<file path="src/rtl/rtc_event_stamp_pkg.sv">
`default_nettype none
// +--------------------------------------------------------------------------+
// | rtc_pkg : shared types and constants for the RTC event time-stamper      |
// | Rev 1.0                                                                  |
// +--------------------------------------------------------------------------+
package rtc_pkg;

    localparam logic [31:0] NSEC_PER_SEC = 32'd1000000000;
    localparam int          SYNC_STAGES  = 2;

    typedef struct packed {
        logic [31:0] sec;
        logic [31:0] nsec;
        logic [7:0]  seq;
    } stamp_t;

    // Moves a time back by comp nanoseconds; comp is always well below one second.
    // Seconds borrow wraps naturally, so 0 becomes 0xFFFFFFFF.
    function automatic stamp_t sub_latency(
        input logic [31:0] sec,
        input logic [31:0] nsec,
        input logic [31:0] comp,
        input logic [7:0]  seq
    );
        stamp_t r;
        r.seq = seq;
        if (nsec >= comp) begin
            r.sec  = sec;
            r.nsec = nsec - comp;
        end else begin
            r.sec  = sec - 32'd1;
            r.nsec = nsec + NSEC_PER_SEC - comp;
        end
        return r;
    endfunction

endpackage
`default_nettype wire

</file>
<file path="src/rtl/rtc_event_stamp_if.sv">
`default_nettype none
// +--------------------------------------------------------------------------+
// | rtc_event_stamp_if : stamp output stream (valid/ready with stamp fields)  |
// | Rev 1.0                                                                  |
// +--------------------------------------------------------------------------+
interface rtc_event_stamp_if;

    logic        m_valid;
    logic        m_ready;
    logic [31:0] m_sec;
    logic [31:0] m_nsec;
    logic [7:0]  m_seq;

    modport master (
        output m_valid,
        output m_sec,
        output m_nsec,
        output m_seq,
        input  m_ready
    );

    modport slave (
        input  m_valid,
        input  m_sec,
        input  m_nsec,
        input  m_seq,
        output m_ready
    );

endinterface
`default_nettype wire

</file>
<file path="src/rtl/rtc_event_stamp_fifo.sv">
`default_nettype none
// +--------------------------------------------------------------------------+
// | rtc_stamp_fifo : synchronous first-word-fall-through FIFO with level     |
// | Rev 1.0                                                                  |
// +--------------------------------------------------------------------------+
module rtc_stamp_fifo #(
    parameter int DEPTH = 16,
    parameter int WIDTH = 72
) (
    input  wire logic                       clk,
    input  wire logic                       rst_n,
    input  wire logic                       i_push,
    input  wire logic [WIDTH-1:0]           i_data,
    input  wire logic                       i_pop,
    output logic      [WIDTH-1:0]           o_data,
    output logic                            o_valid,
    output logic                            o_full,
    output logic      [$clog2(DEPTH):0]     o_level
);

    localparam int AW = $clog2(DEPTH);

    logic [WIDTH-1:0] r_mem [DEPTH];
    logic [AW:0]      r_wr_ptr;
    logic [AW:0]      r_rd_ptr;
    logic [AW:0]      w_level;
    logic             w_empty;
    logic             w_rd;
    logic             w_wr;

    // Pointers carry one extra wrap bit so full and empty are distinguishable.
    assign w_level = r_wr_ptr - r_rd_ptr;
    assign w_empty = (w_level == '0);
    assign o_full  = (w_level == (AW+1)'(DEPTH));
    assign w_rd    = i_pop & ~w_empty;
    assign w_wr    = i_push & (~o_full | w_rd);

    always_ff @(posedge clk) begin
        if (!rst_n) begin
            r_wr_ptr <= '0;
            r_rd_ptr <= '0;
        end else begin
            if (w_wr) r_wr_ptr <= r_wr_ptr + 1'b1;
            if (w_rd) r_rd_ptr <= r_rd_ptr + 1'b1;
        end
    end

    always_ff @(posedge clk) begin
        if (w_wr) r_mem[r_wr_ptr[AW-1:0]] <= i_data;
    end

    assign o_valid = ~w_empty;
    assign o_data  = w_empty ? '0 : r_mem[r_rd_ptr[AW-1:0]];
    assign o_level = w_level;

endmodule
`default_nettype wire

</file>
<file path="src/rtl/rtc_event_stamp.sv">
`default_nettype none
// +--------------------------------------------------------------------------+
// | rtc_event_stamp : time-stamps rising edges of an async event into a FIFO |
// | Optional: RTC_STAMP_LATENCY_COMP_EN subtracts 3 clock periods. Rev 1.0   |
// +--------------------------------------------------------------------------+
module rtc_event_stamp
    import rtc_pkg::*;
#(
    parameter int DEPTH           = 16,
    parameter int CLOCK_PERIOD_NS = 8
) (
    input  wire logic                   aclk,
    input  wire logic                   aresetn,
    input  wire logic                   evt_in,
    input  wire logic [31:0]            rtc_sec,
    input  wire logic [31:0]            rtc_nsec,
    rtc_event_stamp_if.master           m_if,
    output logic [$clog2(DEPTH):0]      stat_level,
    output logic                        stat_overflow,
    output logic [15:0]                 stat_drop_cnt,
    input  wire logic                   ctrl_clr
);

    localparam int STAMP_W = $bits(stamp_t);

    // Compensation of zero leaves the captured time untouched.
`ifdef RTC_STAMP_LATENCY_COMP_EN
    localparam logic [31:0] COMP_NS = 32'(3 * CLOCK_PERIOD_NS);
`else
    localparam logic [31:0] COMP_NS = 32'(0 * CLOCK_PERIOD_NS);
`endif

    logic [SYNC_STAGES-1:0] r_sync;
    logic                   r_evt_d;
    logic                   w_detect;
    logic [7:0]             r_seq;
    stamp_t                 r_cap;
    logic                   r_cap_vld;
    logic [STAMP_W-1:0]     w_head_bits;
    stamp_t                 w_head;
    logic                   w_head_vld;
    logic                   w_full;
    logic                   w_pop;
    logic                   w_drop;
    logic                   r_overflow;
    logic [15:0]            r_drop_cnt;

    always_ff @(posedge aclk) begin
        if (!aresetn) begin
            r_sync  <= '0;
            r_evt_d <= 1'b0;
        end else begin
            r_sync  <= {r_sync[SYNC_STAGES-2:0], evt_in};
            r_evt_d <= r_sync[SYNC_STAGES-1];
        end
    end

    assign w_detect = r_sync[SYNC_STAGES-1] & ~r_evt_d;

    // Compensation is folded into the capture register so write latency is fixed.
    always_ff @(posedge aclk) begin
        if (!aresetn) begin
            r_seq     <= '0;
            r_cap     <= '0;
            r_cap_vld <= 1'b0;
        end else begin
            r_cap_vld <= w_detect;
            if (w_detect) begin
                r_cap <= sub_latency(rtc_sec, rtc_nsec, COMP_NS, r_seq);
                r_seq <= r_seq + 8'd1;
            end
        end
    end

    assign w_pop  = w_head_vld & m_if.m_ready;
    assign w_drop = r_cap_vld & w_full & ~w_pop;

    rtc_stamp_fifo #(
        .DEPTH (DEPTH),
        .WIDTH (STAMP_W)
    ) u_fifo (
        .clk     (aclk),
        .rst_n   (aresetn),
        .i_push  (r_cap_vld),
        .i_data  (r_cap),
        .i_pop   (w_pop),
        .o_data  (w_head_bits),
        .o_valid (w_head_vld),
        .o_full  (w_full),
        .o_level (stat_level)
    );

    // A clear lands before a same-cycle drop, leaving flag=1 and count=1.
    always_ff @(posedge aclk) begin
        if (!aresetn) begin
            r_overflow <= 1'b0;
            r_drop_cnt <= '0;
        end else if (ctrl_clr) begin
            r_overflow <= w_drop;
            r_drop_cnt <= {15'd0, w_drop};
        end else if (w_drop) begin
            r_overflow <= 1'b1;
            if (r_drop_cnt != 16'hFFFF) r_drop_cnt <= r_drop_cnt + 16'd1;
        end
    end

    assign w_head          = stamp_t'(w_head_bits);
    assign m_if.m_valid    = w_head_vld;
    assign m_if.m_sec      = w_head.sec;
    assign m_if.m_nsec     = w_head.nsec;
    assign m_if.m_seq      = w_head.seq;
    assign stat_overflow   = r_overflow;
    assign stat_drop_cnt   = r_drop_cnt;

endmodule
`default_nettype wire
</file>
<file path="src/flat_wrapper.sv">
// flat-port wrapper written by rule: the top's interface ports become plain ports
module rtc_event_stamp_flat import rtc_pkg::*;
#(
    parameter int DEPTH           = 16,
    parameter int CLOCK_PERIOD_NS = 8
)
  (aclk, aresetn, evt_in, rtc_sec, rtc_nsec, stat_level, stat_overflow, stat_drop_cnt, ctrl_clr, m_if_m_valid, m_if_m_sec, m_if_m_nsec, m_if_m_seq, m_if_m_ready);
  rtc_event_stamp_if m_if_i ();
  input  wire logic aclk;
  input  wire logic aresetn;
  input  wire logic evt_in;
  input  wire logic [31:0] rtc_sec;
  input  wire logic [31:0] rtc_nsec;
  output logic [$clog2(DEPTH):0] stat_level;
  output logic stat_overflow;
  output logic [15:0] stat_drop_cnt;
  input  wire logic ctrl_clr;
  output wire logic [$bits(m_if_i.m_valid)-1:0] m_if_m_valid;
  output wire logic [$bits(m_if_i.m_sec)-1:0] m_if_m_sec;
  output wire logic [$bits(m_if_i.m_nsec)-1:0] m_if_m_nsec;
  output wire logic [$bits(m_if_i.m_seq)-1:0] m_if_m_seq;
  input wire logic [$bits(m_if_i.m_ready)-1:0] m_if_m_ready;
  assign m_if_m_valid = m_if_i.m_valid;
  assign m_if_m_sec = m_if_i.m_sec;
  assign m_if_m_nsec = m_if_i.m_nsec;
  assign m_if_m_seq = m_if_i.m_seq;
  assign m_if_i.m_ready = m_if_m_ready;
  rtc_event_stamp #(.DEPTH(DEPTH), .CLOCK_PERIOD_NS(CLOCK_PERIOD_NS)) u_core (.aclk(aclk), .aresetn(aresetn), .evt_in(evt_in), .rtc_sec(rtc_sec), .rtc_nsec(rtc_nsec), .m_if(m_if_i), .stat_level(stat_level), .stat_overflow(stat_overflow), .stat_drop_cnt(stat_drop_cnt), .ctrl_clr(ctrl_clr));
endmodule
</file>
<file path="config.mk">
export PLATFORM = sky130hd
export DESIGN_NAME = rtc_event_stamp_flat
export DESIGN_NICKNAME = d
export VERILOG_FILES = /design/src/rtl/rtc_event_stamp_pkg.sv /design/src/rtl/rtc_event_stamp_if.sv /design/src/rtl/rtc_event_stamp_fifo.sv /design/src/rtl/rtc_event_stamp.sv /design/src/flat_wrapper.sv
export SDC_FILE = /design/constraint.sdc
export NUM_CORES = 1
export LEC_CHECK = 0
export ABC_AREA = 1
export CAP_MARGIN = 20
export CORE_ASPECT_RATIO = 1.1
export CORE_UTILIZATION = 45
export DETAILED_ROUTE_END_ITERATION = 8
export PLACE_DENSITY = 0.66
export SETUP_SLACK_MARGIN = 0.3
export SLEW_MARGIN = 10
export SYNTH_ARGS = -nofsm -noshare
export SYNTH_HDL_FRONTEND = slang
export SYNTH_SLANG_ARGS = --single-unit
</file>
<file path="constraint.sdc">
create_clock -name aclk -period 16.2 [get_ports aclk]
set_clock_uncertainty 0.1 [all_clocks]
set_input_delay 1.62 -clock aclk [delete_from_list [all_inputs] [get_ports aclk]]
set_output_delay 1.62 -clock aclk [all_outputs]
set_load 0.03 [all_outputs]
</file>
## Word-level counts from Yosys, hierarchy flattened

Memories as Yosys holds them, arrays and structs flattened. A register that Yosys moved wholly into a read port is not among the register bits.
Index checks and enable logic that the tools add are counted.

- Bits in registers: 111
- RAM bits: 1,152
- Input bits: 69
- Output and inout bits: 95
- Logic and storage cells: 52
- Memories kept: 1

- Add/subtract/negate cells: 7
- Magnitude comparators: 1
- Equality and inequality tests: 2
- Muxes and demuxes: 11
- Bitwise gates (word level): 12
- Reductions and logical operators: 6

Memory list:

| memory | words | bits a word | read ports | clocked after memory_dff | write ports | line | text |
|---|---|---|---|---|---|---|---|
| u_core.u_fifo.r_mem | 16 | 72 | 1 | 1 | 1 | rtc_event_stamp_fifo.sv:23 | `logic [WIDTH-1:0] r_mem [DEPTH];` |

Operators with widths:

| kind | number |
|---|---|
| 72-bit two-way mux | 1 |
| 64-bit two-way mux | 1 |
| 32-bit by 30-bit adder with 32-bit output, second input constant | 1 |
| 32-bit by 1-bit greater-or-equal comparator with 1-bit output, second input constant | 1 |
| 32-bit by 1-bit subtractor with 32-bit output, second input constant | 1 |
| 16-bit by 1-bit adder with 16-bit output, second input constant | 1 |
| 16-bit != test, second input constant | 1 |
| 5-bit by 1-bit adder with 5-bit output, second input constant | 2 |
| 8-bit by 1-bit adder with 8-bit output, second input constant | 1 |
| 4-bit two-way mux | 2 |
| 1-bit two-way mux | 7 |
| 1-bit bitwise AND | 6 |
| 5-bit equality test, second input constant | 1 |
| 5-bit logical NOT | 1 |
| 1-bit NOT | 5 |
| 5-bit subtractor | 1 |
| 2-bit AND reduction | 2 |
| 2-bit nonzero test | 2 |
| 2-bit OR reduction | 1 |
| 1-bit bitwise OR | 1 |

## Logic depth before layout (Yosys ltp)

- Depth in word-level cells: 9
- Depth in mapped cells: 15
- Depth with buffers taken out: 14

## By module

A second synthesis with hierarchy kept.

- Cell total of the unflattened synthesis: 4,096
- Area, all modules: 51,409.3 um^2

By module, submodules not included:

| module | times used | cells an instance | area each (um^2) | seq. area each (um^2) |
|---|---|---|---|---|
| rtc_stamp_fifo | 1 | 3,574 | 47,515.6 | 34,873.4 |
| rtc_event_stamp | 1 | 522 | 3,893.7 | 2,021.9 |

## Least setup slack after synthesis

Ideal clock, no wire load.

- Path kind: input-to-reg
- Start: input m_if_m_ready
- End: memory u_core.u_fifo.r_mem[0][0] (enable)
- Setup time: 503 ps
- Data arrival time: 5,247 ps
- Required time: 15,597 ps
- Path slack: 10,350 ps
- Stages: 7
- Buffers on the path: 1
- Path through: inv_1 nand3_1 nor2_4 buf_6 nor2_4 nand2_1 nor2_1

- Longest elaborated chain between the ends: 6

RTL lines:

| what | line | text |
|---|---|---|
| start, declared | flat_wrapper.sv:22 | `input wire logic [$bits(m_if_i.m_ready)-1:0] m_if_m_ready;` |
| 1-bit bitwise AND | rtc_event_stamp.sv:75 | `assign w_pop = w_head_vld & m_if.m_ready;` |
| 1-bit bitwise AND | rtc_event_stamp_fifo.sv:35 | `assign w_rd = i_pop & ~w_empty;` |
| 1-bit bitwise OR | rtc_event_stamp_fifo.sv:36 | `assign w_wr = i_push & (~o_full \| w_rd);` |
| 1-bit bitwise AND | rtc_event_stamp_fifo.sv:36 |  |
| 1-bit two-way mux | rtc_event_stamp_fifo.sv:49 | `if (w_wr) r_mem[r_wr_ptr[AW-1:0]] <= i_data;` |
| 1-bit two-way mux (not written as such) | rtc_event_stamp_fifo.sv:49 |  |
| end, declared | rtc_event_stamp_fifo.sv:23 |  |

No other way between the ends.

==> flow_summary.json <==
{
  "rows": 129,
  "clock_path_buffers": 3,
  "cp_top_family": "buffers and inverters",
  "finalSetupViolations": 0,
  "synth-seq-cells": 1267,
  "crit_path_cell_trace": "buf_4 > buf_4 > buf_4 > nor2_1 > a21oi_1 > o21ai_1 > o211ai_1 > nand2_1 > nor2_1 > clkdlybuf4s50_1",
  "syn_area_um2": 51200,
  "power.share.clock_pct": 37.9,
  "syn_area_per_cell_um2": 12.5,
  "synthToLayoutAreaGrowth_pct": 13.3,
  "syn_nets": 4190,
  "core_area_um2": 113000,
  "peakVddDrop_uv": 86.9,
  "rsz0062_at_grt": "false",
  "hold_path_depth": 2,
  "layout.nets": 4277,
  "tns_ns": 0,
  "power_switching_share_pct": 25.1,
  "dr.pass1.iters": 5,
  "required_ns": 14.48,
  "htree_levels": 3,
  "die_x_um": 324,
  "path_buf_inv": 4,
  "p_sw_mw": 1.82,
  "io_buffers": 163,
  "clkTransAtPathRegs_ns": 0.06,
  "wl_mm": 126,
  "yosys.area.top_type": "edfxtp_1",
  "cts_hold_buf": 0,
  "start_util_pct": 45.5,
  "max_cap_violations": 0,
  "holdCritPathClass": "reg -> reg",
  "grt_usage_pct": 21.7,
  "p_int_mw": 5.43,
  "cts_tree": "built",
  "hpwl_mm": 60.8,
  "cp.arrival_ns": 6.06,
  "grt.overflow.total": 0,
  "cpMaxStageDelayCell": "dfxtp_4",
  "synth_cell_types": 30,
  "drive_gt1_share_pct": 6.26,
  "outcome": "completed",
  "antenna_found_initial": 6,
  "grt_pass1_wl_mm": 187,
  "crit_fanout": 93,
  "rr_worst_depth": 14,
  "postCtsSetupBuffers": 0,
  "worst_pin_slew_ns": 1.16,
  "fin_crit_sh_pct": 48.1,
  "cp_common_cell": "buf_4",
  "power_frac_comb_pct": 12.0,
  "max_freq_mhz": 128,
  "ys_seq_area_share_pct": 72.0,
  "die-area_um2": 115000,
  "route.vias.total": 31700,
  "ant_nets": 0,
  "power_frac_seq_pct": 50.0,
  "place_congestion": 0.758,
  "yosysTopAreaCellShare_pct": 67.5,
  "cts_buffers": 117,
  "chipHeight_um": 356,
  "final_max_slew_viol_count": 0,
  "io-pin-count": 164,
  "grt_pass1_vias": 30400,
  "hold_viol_final": 0,
  "wire_per_inst_um": 21.8,
  "finalPower_mw": 7.25,
  "grt_max_degree": 222,
  "cts_root_buffer": "clkbuf_16",
  "cts.sinks": 1267,
  "crit_cells": 10,
  "ys_warn_count": 0,
  "cts_resized": 0,
  "synthCells": 4109,
  "drc": 0,
  "p_per_area_nw_per_um2": 125,
  "min_period_ns": 7.78,
  "drt_iter0_drc": 3344,
  "critPathLaunchType": "register",
  "slew_headroom_pct": 22.7,
  "clk_latency_ns": 0.71,
  "yosys-top-cells-area": "edfxtp_1 68%, mux2i_1 4.6%, dfxtp_1 4.5%",
  "stdcell_count": 5804,
  "power_leakage_nw": 21.2,
  "criticalPathCategory": "reg -> out",
  "dp.cells": 5581,
  "end_kind": "output pin",
  "max_stage_delay_ns": 1.00,
  "viasPerCell": 5.46,
  "diodes": 0
}
-- final cells by class --
cell class / instances / area [µm²]
Clock buffer: 169 / 3310
Timing Repair Buffer: 221 / 2130
Fill cell: 9582 / 54600
Inverter: 387 / 1470
Multi-Input combinational cell: 2202 / 11800
Tap cell: 1506 / 1880
Sequential cell: 1267 / 36900
Clock inverter: 52 / 557
-- state kept, by name, indices dropped and copies added (netlist names), named ones only --
register	count
u_core.r_cap	72
u_core.r_cap_vld	1
u_core.r_evt_d	1
u_core.r_seq	8
u_core.r_sync	2
u_core.stat_drop_cnt	16
u_core.stat_overflow	1
u_core.u_fifo.r_mem	1152
u_core.u_fifo.r_rd_ptr	5
u_core.u_fifo.r_wr_ptr	5
-- worst register-to-register path, delay by kind of cell, from the launching register on --
| family | cells | cell delay, ns |
|---|---|---|
| simple gates | 7 | 1.56 |
| buf+inv | 5 | 1.48 |
| fa+ha+maj | 2 | 0.72 |
| flops | 1 | 0.34 |
-- routing by layer --
metal	vias to the layer above	track usage [%]	part of all wire, %
met5	-	0	0.055
met4	10	7.44	2.8
met3	205	3.31	7.0
met2	1151	36.6	49
met1	15600	28.6	41
li1	14800	-	-
-- synth_stat cells --
master and number:
a21oi_1 374, a22oi_1 1, buf_1 28, buf_2 39
buf_4 43, buf_6 6, clkbuf_1 137, dfxtp_1 115
edfxtp_1 1152, fa_1 1, ha_1 11, inv_1 385
inv_2 2, mux2i_1 238, nand2_1 402, nand2_2 2
nand3_1 350, nand3_2 2, nand3_4 1, nand4_1 22
nor2_1 304, nor2_2 2, nor2_4 4, nor3_1 4
nor3_2 1, o211ai_1 50, o21ai_0 409, o21ai_1 11
xnor2_1 2, xor2_1 11
-- placed cells by master, fill, tap and decap left out, drive strengths merged --
| cell | netlist | routed |
|---|---|---|
| edfxtp | 1152 | 1152 |
| o21ai | 420 | 420 |
| nand2 | 404 | 404 |
| inv | 387 | 391 |
| a21oi | 374 | 374 |
| nand3 | 353 | 353 |
| nor2 | 310 | 310 |
| mux2i | 238 | 238 |
| clkbuf | 137 | 169 |
| clkdlybuf4s50 | 0 | 162 |
| dfxtp | 115 | 115 |
| buf | 116 | 59 |
| o211ai | 50 | 50 |
| clkinv | 0 | 36 |
| nand4 | 22 | 22 |
| xor2 | 11 | 11 |
| ha | 11 | 11 |
| bufinv | 0 | 8 |
| nor3 | 5 | 5 |
| clkinvlp | 0 | 4 |
| xnor2 | 2 | 2 |
| a22oi | 1 | 1 |
| fa | 1 | 1 |
-- power groups by stage --
stage                     Combinational (mW)  Clock [mW]  Sequential [mW]
after floorplan                        0.600           0             3.67
after detailed placement               0.869           0             3.70
final                                  0.873        2.75             3.63
after CTS                              0.873        2.78             3.63
after global routing                   0.950        2.91             3.63
after global placement                 0.859           0             3.69
-- final timing paths --
path	start	to	slack [ns]
worst min register to register	u_core.r_sync[0]$_SDFF_PN0_	u_core.r_sync[1]$_SDFF_PN0_	0.32
worst max register to register	u_core.u_fifo.r_wr_ptr[0]$_SDFFE_PN0P_	u_core.u_fifo.r_mem[11][23]$_DFFE_PP_	11.57
worst min-delay path	u_core.r_sync[0]$_SDFF_PN0_	u_core.r_sync[1]$_SDFF_PN0_	0.32
worst max-delay path	register	m_if_m_sec[8]	8.42
-- stage by stage --
| step | hold slack, ns | util, % | instance area [µm²] | worst slack, ns |
|---|---|---|---|---|
| 3_5_place_dp | 0.308 | 48.1 | 54200 | 9.10 |
| 3_3_place_gp | 0.312 | 48.1 | 54200 | 9.24 |
| 5_1_grt | 0.368 | 51.6 | 58100 | 8.03 |
| 4_1_cts | 0.322 | 51.5 | 58000 | 8.38 |
| 2_1_floorplan | 0.290 | - | 51200 | 10.35 |
| 6_report | 0.325 | 51.6 | 58100 | 8.42 |
-- kinds of logic after synthesis --
| logic type | share of synthesized area (%) |
|---|---|
| AOI/OAI and AO/OA | 8.50 |
| muxes | 4.65 |
| xor gates and xnor gates | 0.222 |
| buffers and inverters | 5.19 |
| DFF | 72.0 |
| adders and majority gates | 0.308 |
| and+or+nand+nor | 9.13 |
Note: power is estimated with default switching activity, not from simulation.
